File: config.mk
export PLATFORM = sky130hd
export DESIGN_NAME = cl_serial_driver_flat
export DESIGN_NICKNAME = d
export VERILOG_FILES = /design/src/rtl/cl_serial_if.sv /design/src/rtl/cl_serial_driver.sv /design/src/flat_wrapper.sv
export SDC_FILE = /design/constraint.sdc
export NUM_CORES = 1
export LEC_CHECK = 0
export ABC_AREA = 1
export CAP_MARGIN = 20
export CORE_MARGIN = 2
export CORE_UTILIZATION = 51
export CTS_BUF_LIST = sky130_fd_sc_hd__clkbuf_16
export DETAILED_ROUTE_END_ITERATION = 8
export PLACE_DENSITY = 0.81
export SYNTH_ARGS = -nofsm -noshare
export SYNTH_HDL_FRONTEND = slang
export SYNTH_SLANG_ARGS = --single-unit
File: constraint.sdc
create_clock -name clk -period 3.4 [get_ports clk]
set_input_delay 0.68 -clock clk [delete_from_list [all_inputs] [get_ports clk]]
set_output_delay 0.68 -clock clk [all_outputs]
set_load 0.05 [all_outputs]
File: src/rtl/cl_serial_if.sv
// Bundle between the datapath, the serial driver and the 1-bit logic cell.
// Request: start/op/opa/opb. Cell: cl_a/cl_b/cl_s/cl_out. Status: busy/done/result.
interface cl_serial_if #(
  parameter int WIDTH = 8
) ();
  logic             start;
  logic [1:0]       op;
  logic [WIDTH-1:0] opa;
  logic [WIDTH-1:0] opb;
  logic             cl_a;
  logic             cl_b;
  logic [1:0]       cl_s;
  logic             cl_out;
  logic             busy;
  logic             done;
  logic [WIDTH-1:0] result;

  modport master (
    output start, op, opa, opb, cl_out,
    input  cl_a, cl_b, cl_s, busy, done, result
  );

  modport slave (
    input  start, op, opa, opb, cl_out,
    output cl_a, cl_b, cl_s, busy, done, result
  );
endinterface

File: src/rtl/cl_serial_driver.sv
// Bit-serial sequencer feeding a 1-bit logic cell LSB first and collecting results.
// Ports: clk, rst_n (sync, active low), bus (slave side of cl_serial_if).
module cl_serial_driver #(
  parameter int WIDTH = 8
) (
  input  logic        clk,
  input  logic        rst_n,
  cl_serial_if.slave  bus
);

  localparam int CW = $clog2(WIDTH);
  localparam logic [CW-1:0] LAST = CW'(WIDTH - 1);

  typedef enum logic [1:0] {
    IDLE,
    RUN,
    DONE
  } state_e;

  state_e           state_q, state_d;
  logic [WIDTH-1:0] a_q, a_d;
  logic [WIDTH-1:0] b_q, b_d;
  logic [WIDTH-1:0] res_q, res_d;
  logic [CW-1:0]    cnt_q, cnt_d;
  logic             cl_a_q, cl_a_d;
  logic             cl_b_q, cl_b_d;
  logic [1:0]       cl_s_q, cl_s_d;

  always_comb begin
    state_d = state_q;
    a_d     = a_q;
    b_d     = b_q;
    res_d   = res_q;
    cnt_d   = cnt_q;
    cl_a_d  = 1'b0;
    cl_b_d  = 1'b0;
    cl_s_d  = cl_s_q;
    unique case (1'b1)
      (state_q == IDLE): begin
        if (bus.start) begin
          a_d     = bus.opa;
          b_d     = bus.opb;
          cl_a_d  = bus.opa[0];
          cl_b_d  = bus.opb[0];
          cl_s_d  = bus.op;
          cnt_d   = '0;
          state_d = RUN;
        end
      end
      (state_q == RUN): begin
        // cell answer for the bit on the wires enters at the MSB
        res_d = {bus.cl_out, res_q[WIDTH-1:1]};
        a_d   = a_q >> 1;
        b_d   = b_q >> 1;
        if (cnt_q == LAST) begin
          state_d = DONE;
        end else begin
          cnt_d  = cnt_q + 1'b1;
          cl_a_d = a_q[1];
          cl_b_d = b_q[1];
        end
      end
      default: begin
        state_d = IDLE;
      end
    endcase
  end

  always_ff @(posedge clk) begin
    if (!rst_n) begin
      state_q <= IDLE;
      a_q     <= '0;
      b_q     <= '0;
      res_q   <= '0;
      cnt_q   <= '0;
      cl_a_q  <= 1'b0;
      cl_b_q  <= 1'b0;
      cl_s_q  <= 2'b00;
    end else begin
      state_q <= state_d;
      a_q     <= a_d;
      b_q     <= b_d;
      res_q   <= res_d;
      cnt_q   <= cnt_d;
      cl_a_q  <= cl_a_d;
      cl_b_q  <= cl_b_d;
      cl_s_q  <= cl_s_d;
    end
  end

  assign bus.cl_a   = cl_a_q;
  assign bus.cl_b   = cl_b_q;
  assign bus.cl_s   = cl_s_q;
  assign bus.busy   = (state_q == RUN);
  assign bus.done   = (state_q == DONE);
  assign bus.result = res_q;

endmodule
File: src/flat_wrapper.sv
// flat-port wrapper written by rule: the top's interface ports become plain ports
module cl_serial_driver_flat 
#(
  parameter int WIDTH = 8
)
  (clk, rst_n, bus_start, bus_op, bus_opa, bus_opb, bus_cl_out, bus_cl_a, bus_cl_b, bus_cl_s, bus_busy, bus_done, bus_result);
  cl_serial_if #(.WIDTH(WIDTH)) bus_i ();
  input  logic clk;
  input  logic rst_n;
  input wire logic [$bits(bus_i.start)-1:0] bus_start;
  input wire logic [$bits(bus_i.op)-1:0] bus_op;
  input wire logic [$bits(bus_i.opa)-1:0] bus_opa;
  input wire logic [$bits(bus_i.opb)-1:0] bus_opb;
  input wire logic [$bits(bus_i.cl_out)-1:0] bus_cl_out;
  output wire logic [$bits(bus_i.cl_a)-1:0] bus_cl_a;
  output wire logic [$bits(bus_i.cl_b)-1:0] bus_cl_b;
  output wire logic [$bits(bus_i.cl_s)-1:0] bus_cl_s;
  output wire logic [$bits(bus_i.busy)-1:0] bus_busy;
  output wire logic [$bits(bus_i.done)-1:0] bus_done;
  output wire logic [$bits(bus_i.result)-1:0] bus_result;
  assign bus_i.start = bus_start;
  assign bus_i.op = bus_op;
  assign bus_i.opa = bus_opa;
  assign bus_i.opb = bus_opb;
  assign bus_i.cl_out = bus_cl_out;
  assign bus_cl_a = bus_i.cl_a;
  assign bus_cl_b = bus_i.cl_b;
  assign bus_cl_s = bus_i.cl_s;
  assign bus_busy = bus_i.busy;
  assign bus_done = bus_i.done;
  assign bus_result = bus_i.result;
  cl_serial_driver #(.WIDTH(WIDTH)) u_core (.clk(clk), .rst_n(rst_n), .bus(bus_i));
endmodule
==> results.ini <==
[outcome]
status = finished, final reports clean

[pwr]
p_leak_nw = 0.8778
p_sw_frac = 0.2743
finalPower_mw = 1.012
peakVddDrop_v = 0.0005280
pwr-share-clk = 0.390
internal_power_mw = 0.7344
powerDensity_nw_per_um2 = 541.4
combPwrFrac = 0.202
switching_power_mw = 0.2776
p_seq_frac = 0.408

[timing]
skew_ns = 0.001972
fin_crit_sh = 0.6990
hold_viol_final = 0
drv_slew = 0
tns_ns = 0
setup_slack_ns = 1.023
period_minus_slack_ns = 2.377
max_freq_ghz = 0.4208
relSlewSlack = 0.5152
timing.hold.ws_ns = 0.4571
finalSetupViolCount = 0
tightest_slew_ns = 0.7254
rsz0062_at_grt = false

[routing]
vias_per_cell = 4.621
ant_nets = 0
wl_per_cell_um = 10.21
num_vias = 1294
drc_errors = 0
firstDrtPassIters = 4
drt_iter0_markers = 21
wirelength_um = 2860

[layout]
final_nets = 275
drive_gt1_frac = 0.04000
layout_common_cells = nand2_1 (75), nor2_1 (52), clkdlybuf4s50_1 (35), dfxtp_1 (31), inv_1 (23)
area_growth_pct = 35.08
final_core_util = 0.7411
multiInputGateArea_um2 = 626.9
final_common_cell = nand2_1
seqCellArea_um2 = 620.6
fill_cells = 207
antennaDiodeCount = 0

[yosys]
synth.avg_cell_area_um2 = 6.466
synthTopCellsByArea = dfxtp_1 (45%), nand2_1 (20%), nor2_1 (14%)
synth_top_area_frac = 0.4485
ys_seq_elements = 31
netlist_area_um2 = 1384
yosysSeqAreaShare = 0.4485
syn_nets = 238
ys.warnings.count = 0
syn_inst = 214
synth_top_area_cell = dfxtp_1
synth_cell_type_count = 15

[setup_path]
rrSetupSlack_ns = 1.92
critPathRequiredTime_ns = 2.72
criticalPathCategory = reg -> out
crit_path_end_kind = output port
worstPathArrival_ns = 1.70
crit_fanout = 6
crit_path_start_kind = register

[grt]
gr-usage-met3 = 0.07907
grt_max_degree = 27
met2_usage = 0.3008
grt_antenna_before_repair = 0
grt_use_total = 0.1910
use_met1 = 0.2364
gr-max-usage-layer = met2
grt_pass1_vias = 1089
grt_pass1_wl_um = 4685
grt-ovfl-total = 0

[clock_tree]
h-tree-depth = 2
worstSkewPairLatency_ns = 0.27
cts_hold_buf = 0
cts_buffer_depth = 2
clock_sinks = 31
clockRootBuffer = clkbuf_16
path_clk_slew_ns = 0.05
cts_setup_buffers = 0
cts.repair.resized = 0
cts_tree = done
cts_made_buffers = 5

[place]
gp_congestion = 0.7590
port-buffer-count = 35
dpl.hpwl_um = 1839
pre_cts_slack_ns = 1.314

[run]
drv_cap = 0

[floorplan]
die-width_um = 56.09
dieArea_um2 = 3146
start_util = 0.5486
fp.coreArea_um2 = 2522
ios = 36
num_rows = 18
chipHeight_um = 56.09

[worst_hold_path]
hp-class = reg -> reg

## metrics by stage
step,area [um^2],cells
final,1869,280
after global routing,1869,280
after CTS,1869,280
after detailed placement,1740,274
after global placement,1740,274
after floorplan,1384,214
## cell usage after synthesis (all sizes together)
library cell	n
nand2	75
nor2	53
dfxtp	31
inv	22
o21ai	11
a21oi	8
buf	6
nand3	3
clkbuf	2
ha	2
nor3	1
## layer usage
metal / share of wire / vias to the layer above
li1: - / 715
met1: 0.51 / 547
met2: 0.43 / 27
met3: 0.049 / 5
met4: 0.014 / 0
met5: 0 / -
## worst max-delay path, stage by stage, from the launching register on
cell and delay [ns]:
dfxtp_1 0.42, inv_1 0.09, nor2_2 0.10, clkdlybuf4s50_1 0.81
## registers in the layout (all words and copies together) (netlist names)
name / cells
u_core.b_q: 7
u_core.cnt_q: 3
u_core.bus.result: 8
u_core.bus.cl_b: 1
u_core.state_q: 2
u_core.a_q: 7
u_core.bus.cl_s: 2
u_core.bus.cl_a: 1
## worst paths after layout
path	startpoint	depth (start not counted)	endpoint
setup / recovery	u_core.state_q[0]	3	bus_busy
hold reg to reg	u_core.a_q[1]	2	u_core.bus.cl_a
hold / removal	u_core.a_q[1]	2	u_core.bus.cl_a
setup reg to reg	u_core.state_q[1]	6	u_core.b_q[5]
## layout make-up
| class | instances | area share |
|---|---|---|
| Clock buffer | 5 | 0.06693 |
| Clock inverter | 1 | 0.002008 |
| Inverter | 22 | 0.04418 |
| Multi-Input combinational cell | 153 | 0.3353 |
| Sequential cell | 31 | 0.3320 |
| Tap cell | 30 | 0.02008 |
| Timing Repair Buffer | 38 | 0.1995 |
## power by group through the flow
| stage | logic, mW | registers, mW | clock network [mW] |
|---|---|---|---|
| after CTS | 0.205 | 0.412 | 0.401 |
| after global routing | 0.226 | 0.416 | 0.417 |
| final | 0.205 | 0.413 | 0.395 |
| after floorplan | 0.101 | 0.457 | 0 |
| after detailed placement | 0.203 | 0.419 | 0 |
| after global placement | 0.202 | 0.418 | 0 |
## cell families after synthesis
family	after synthesis	synth area share
buf+inv	30	0.09855
simple gates	132	0.3635
fa+ha+maj	2	0.01808
compound gates	19	0.07143
flops	31	0.4485
No activity file was read; power rests on OpenSTA's default activity.
